<file path="src/rtl/ring_gate_counter.sv">
// Gated edge counter for an adder-ring oscillator: arms the ring, flushes the
// synchronizer, then counts rising edges of ring_in over a programmable window.
module ring_gate_counter (
    input  logic        wb_clk_i,
    input  logic        wb_rst_i,
    input  logic        active,
    input  logic        start,
    input  logic [31:0] gate_cycles,
    input  logic        ring_in,
    output logic        ring_enable,
    output logic        busy,
    output logic        done,
    output logic        overflow,
    output logic [31:0] count
);

    typedef enum logic [1:0] {
        IDLE,
        ARM,
        COUNT
    } state_t;

    state_t      state;
    state_t      state_next;
    logic        s1;
    logic        s2;
    logic        s3;
    logic        ring_edge;
    logic [1:0]  arm_cnt;
    logic [1:0]  arm_cnt_next;
    logic [31:0] timer;
    logic [31:0] timer_next;
    logic [31:0] count_next;
    logic        overflow_next;
    logic        done_next;
    logic        finish;
    logic        finish_next;
    logic        busy_next;

    always_ff @(posedge wb_clk_i) begin
        if (wb_rst_i) begin
            s1 <= 1'b0;
            s2 <= 1'b0;
            s3 <= 1'b0;
        end else begin
            s1 <= ring_in;
            s2 <= s1;
            s3 <= s2;
        end
    end

    assign ring_edge = s2 & ~s3;

    // Status outputs trail the FSM by one edge; finish carries the window end
    // into done, while busy drops on the abort edge itself.
    always_comb begin
        state_next    = state;
        arm_cnt_next  = arm_cnt;
        timer_next    = timer;
        count_next    = count;
        overflow_next = overflow;
        done_next     = done | finish;
        finish_next   = 1'b0;
        busy_next     = (state != IDLE) && active;

        case (state)
            IDLE: begin
                if (start && active && (gate_cycles != 32'd0)) begin
                    state_next    = ARM;
                    arm_cnt_next  = 2'd0;
                    timer_next    = gate_cycles;
                    count_next    = 32'd0;
                    overflow_next = 1'b0;
                    done_next     = 1'b0;
                end
            end
            ARM: begin
                if (!active) begin
                    state_next = IDLE;
                end else if (arm_cnt == 2'd2) begin
                    state_next = COUNT;
                end else begin
                    arm_cnt_next = arm_cnt + 2'd1;
                end
            end
            COUNT: begin
                if (!active) begin
                    state_next = IDLE;
                end else begin
                    if (ring_edge) begin
                        if (count == 32'hFFFF_FFFF) begin
                            overflow_next = 1'b1;
                        end else begin
                            count_next = count + 32'd1;
                        end
                    end
                    timer_next = timer - 32'd1;
                    if (timer == 32'd1) begin
                        state_next  = IDLE;
                        finish_next = 1'b1;
                    end
                end
            end
            default: begin
                state_next = IDLE;
            end
        endcase
    end

    always_ff @(posedge wb_clk_i) begin
        if (wb_rst_i) begin
            state       <= IDLE;
            arm_cnt     <= 2'd0;
            timer       <= 32'd0;
            count       <= 32'd0;
            overflow    <= 1'b0;
            done        <= 1'b0;
            finish      <= 1'b0;
            busy        <= 1'b0;
            ring_enable <= 1'b0;
        end else begin
            state       <= state_next;
            arm_cnt     <= arm_cnt_next;
            timer       <= timer_next;
            count       <= count_next;
            overflow    <= overflow_next;
            done        <= done_next;
            finish      <= finish_next;
            busy        <= busy_next;
            ring_enable <= busy_next;
        end
    end

endmodule

</file>
<file path="config.mk">
export PLATFORM = sky130hd
export DESIGN_NAME = ring_gate_counter
export DESIGN_NICKNAME = d
export VERILOG_FILES = /design/src/rtl/ring_gate_counter.sv
export SDC_FILE = /design/constraint.sdc
export NUM_CORES = 1
export LEC_CHECK = 0
export CAP_MARGIN = 20
export CELL_PAD_IN_SITES_DETAIL_PLACEMENT = 0
export CELL_PAD_IN_SITES_GLOBAL_PLACEMENT = 1
export CORE_ASPECT_RATIO = 0.8
export CORE_MARGIN = 10
export CORE_UTILIZATION = 36
export DETAILED_ROUTE_END_ITERATION = 8
export PLACE_DENSITY_LB_ADDON = 0.15
export SLEW_MARGIN = 20
export SYNTH_ARGS = -nofsm -noshare
export SYNTH_HDL_FRONTEND = slang
export SYNTH_SLANG_ARGS = --single-unit
</file>
<file path="constraint.sdc">
create_clock -name wb_clk_i -period 2 [get_ports wb_clk_i]
set_input_delay 0.2 -clock wb_clk_i [delete_from_list [all_inputs] [get_ports wb_clk_i]]
set_output_delay 0.2 -clock wb_clk_i [all_outputs]
set_load 0.005 [all_outputs]
</file>
==> impl_metrics.sql <==
INSERT INTO impl_metrics (metric_group, metric, value, unit) VALUES
('drt', 'avgViaCountPerCell', '5.92', ''),
('logic_synthesis', 'seq_area_frac_synth', '0.335', ''),
('die', 'start_util', '0.368', ''),
('clocking', 'cts_tree', 'done', ''),
('logic_synthesis', 'synth.lib_cells_used.distinct', '58', ''),
('worst_setup_path', 'cp-start-kind', 'register', ''),
('drt', 'vias', '5557', ''),
('finish', 'fill_count', '1077', ''),
('logic_synthesis', 'synth_compound_area_frac', '0.287', ''),
('status', 'violated_checks', 'negative setup slack', ''),
('logic_synthesis', 'synth_edf_count', '0', ''),
('place', 'dp_cells', '903', ''),
('die', 'placement_rows', '36', ''),
('drt', 'remaining_drc_errors', '0', ''),
('logic_synthesis', 'synth.area.top_cells', 'dfxtp_1 33%, a21oi_1 6.2%, or4_1 5.2%', ''),
('sta', 'worst-slew-pin-transition', '0.448', 'ns'),
('sta', 'drv_slew', '0', ''),
('worst_hold_path', 'path_category_of_the_worst_min_delay_check', 'primary input to register', ''),
('sta', 'setup_slack', '-0.0687', 'ns'),
('logic_synthesis', 'synth_top_family_by_area', 'simple AND/OR/NAND/NOR gates', ''),
('place', 'place.port_buffers', '72', ''),
('sta', 'finalWorstPathRequiredPeriod', '2.07', 'ns'),
('worst_setup_path', 'worstPathCellList', 'or4_4 > or4_4 > or4_4 > nand2_1 > a21oi_1', ''),
('drt', 'route.antenna.remaining_nets', '0', ''),
('worst_setup_path', 'critical_path.top_delay_family', 'simple AND/OR/NAND/NOR gates', ''),
('worst_setup_path', 'critPathKind', 'register to register', ''),
('die', 'die_w', '145', 'µm'),
('clocking', 'clk_root_buffer_cell', 'clkbuf_16', ''),
('logic_synthesis', 'ys_async_sr_fraction', '0', ''),
('power_and_ir_drop', 'power.total', '4.24', 'mW'),
('logic_synthesis', 'synthCells', '573', ''),
('global_route', 'grt_pass1_wl', '27.7', 'mm'),
('power_and_ir_drop', 'cellPowerDensity', '584', 'mW/mm²'),
('worst_setup_path', 'worstPathBufferInverterCount', '0', ''),
('worst_setup_path', 'worst_ep_required_time', '2.23', 'ns'),
('status', 'status', 'complete, but fails checks', ''),
('global_route', 'grtUsageTotal', '0.197', ''),
('power_and_ir_drop', 'combPwrFrac', '0.205', ''),
('logic_synthesis', 'area_of_the_mapped_netlist', '0.00449', 'mm²'),
('finish', 'finish.instance_area', '0.00725', 'mm²'),
('logic_synthesis', 'dominantRegCellSynth', 'dfxtp_1', ''),
('logic_synthesis', 'synth.area.mux_share', '0.00223', ''),
('finish', 'synthToLayoutAreaGrowth', '61.6', '%'),
('die', 'die_h', '120', 'µm'),
('clocking', 'clk_latency', '0.34', 'ns'),
('sta', 'setup-violations-final', '22', ''),
('logic_synthesis', 'synth_area_per_cell', '7.83', 'µm²'),
('logic_synthesis', 'synth_top_area_cell', 'dfxtp_1', ''),
('power_and_ir_drop', 'power_frac_seq', '0.372', ''),
('sta', 'final_period_util', '1.03', ''),
('logic_synthesis', 'synth_common_cells', '75 x dfxtp_1, 56 x a21oi_1, 46 x nand2_1, 38 x clkbuf_1, 36 x nor2_1', ''),
('worst_setup_path', 'type_of_element_capturing_the_critical_path', 'register', ''),
('clocking', 'number_of_buffers_added_by_the_clock_tree_synthesis_step', '9', ''),
('worst_setup_path', 'critical-path-max-stage-delay', '0.55', 'ns'),
('die', 'design.core.area', '0.0122', 'mm²'),
('worst_setup_path', 'critPathSlowestCell', 'or4_4', ''),
('logic_synthesis', 'yosys.area_share.adder', '0.0112', ''),
('finish', 'final_util', '0.594', ''),
('power_and_ir_drop', 'power.static_leakage', '2.73', 'nW'),
('logic_synthesis', 'synth-seq-cells', '75', ''),
('sta', 'hold_viol', '0', ''),
('sta', 'fmax', '0.483', 'GHz'),
('finish', 'diodes', '0', ''),
('clocking', 'cts.clk_slew.worst_paths', '0.07', 'ns'),
('logic_synthesis', 'yosysWarningCount', '0', ''),
('logic_synthesis', 'syn-num-nets', '614', ''),
('sta', 'unrepaired_setup_endpoints_after_global_routing', 'true', ''),
('place', 'placement.cell_area', '0.00630', 'mm²'),
('worst_setup_path', 'most_frequent_cp_cell', 'or4_4', ''),
('drt', 'drt-wirelength-per-cell', '19.4', 'µm'),
('global_route', 'grt_pass1_vias', '5146', '');
## per-layer routing
| layer | global-route usage | wire, µm | part of all wire | vias up |
|---|---|---|---|---|
| li1 | - | - | - | 2639 |
| met1 | 0.285 | 8650 | 0.48 | 2706 |
| met3 | 0.0430 | 1380 | 0.076 | 12 |
| met4 | 0.0454 | 143 | 0.0079 | 0 |
| met2 | 0.289 | 8000 | 0.44 | 200 |
| met5 | 0 | 0 | 0 | - |
## cells in the final DEF (no fill, tap or decap), drive strengths merged, types with 19 or more instances in the layout
cell	n
dfxtp	75
a21oi	56
or4	34
buf	150
nand2	46
clkdlybuf4s50	43
nor2	36
o21ai	19
dlygate4sd2	20
nor3	23
nand3	24
o31ai	29
## worst min-delay path, stage by stage
cell            delay, ns
dlymetal6s2s_1       0.13
nand2_1              0.07
o21ai_0              0.09
o2bb2ai_1            0.12
## metrics by stage
| step | hold slack, ns | setup slack, ns |
|---|---|---|
| floorplan | 0.328 | 0.0101 |
| global placement | 0.435 | -0.554 |
| detailed placement | 0.449 | -0.597 |
| CTS | 0.359 | -0.0513 |
| global route | 0.329 | -0.129 |
| finish | 0.313 | -0.0687 |
## layout make-up
class	count	area, µm²	share of cell area
inverter	16	60.1	0.00828
multi-input combinational	434	3020	0.416
timing repair buffer	226	2130	0.294
clock inverter	7	92.6	0.0128
tap	171	214	0.0295
clock buffer	9	225	0.0311
sequential	75	1510	0.208
## power by group through the flow
stage               Clock [mW]  Combinational [mW]  Sequential, mW
floorplan                    0               0.348            1.60
global placement             0               0.748            1.60
detailed placement           0               0.754            1.60
CTS                       1.81               0.818            1.57
global route              1.87               0.933            1.58
finish                    1.79               0.870            1.58
## registers in the layout, indices dropped and copies added, names as in the netlist
name	cells
arm_cnt	2
busy	1
count	32
done	1
finish	1
overflow	1
s1	1
s2	1
s3	1
state	2
timer	32
## cell families (layout without fill, tap and decap cells)
| kind of cell | count (synthesis) | count (layout) |
|---|---|---|
| AND/OR/NAND/NOR | 243 | 243 |
| AO/OA/AOI/OAI | 186 | 186 |
| flip-flops | 75 | 75 |
| buffers and inverters | 64 | 258 |
| adder cells (fa/ha/maj) | 4 | 4 |
| multiplexers | 1 | 1 |
## final timing paths
check	slack, ns	to	startpoint	cells past startpoint
setup / recovery	-0.07	state[1]	timer[26]	5
hold / removal	0.31	timer[13]	gate_cycles[13]	4
setup reg to reg	-0.07	state[1]	timer[26]	5
hold reg to reg	0.46	done	finish	2
## timing repair
item	in CTS	in global routing
hold buffers	0	0
resized for setup	58	61
gates cloned	4	5
setup endpoints to repair	67	71
buffers inserted	7	4
pin swaps	12	20
No activity file was read; power rests on OpenSTA's default activity.
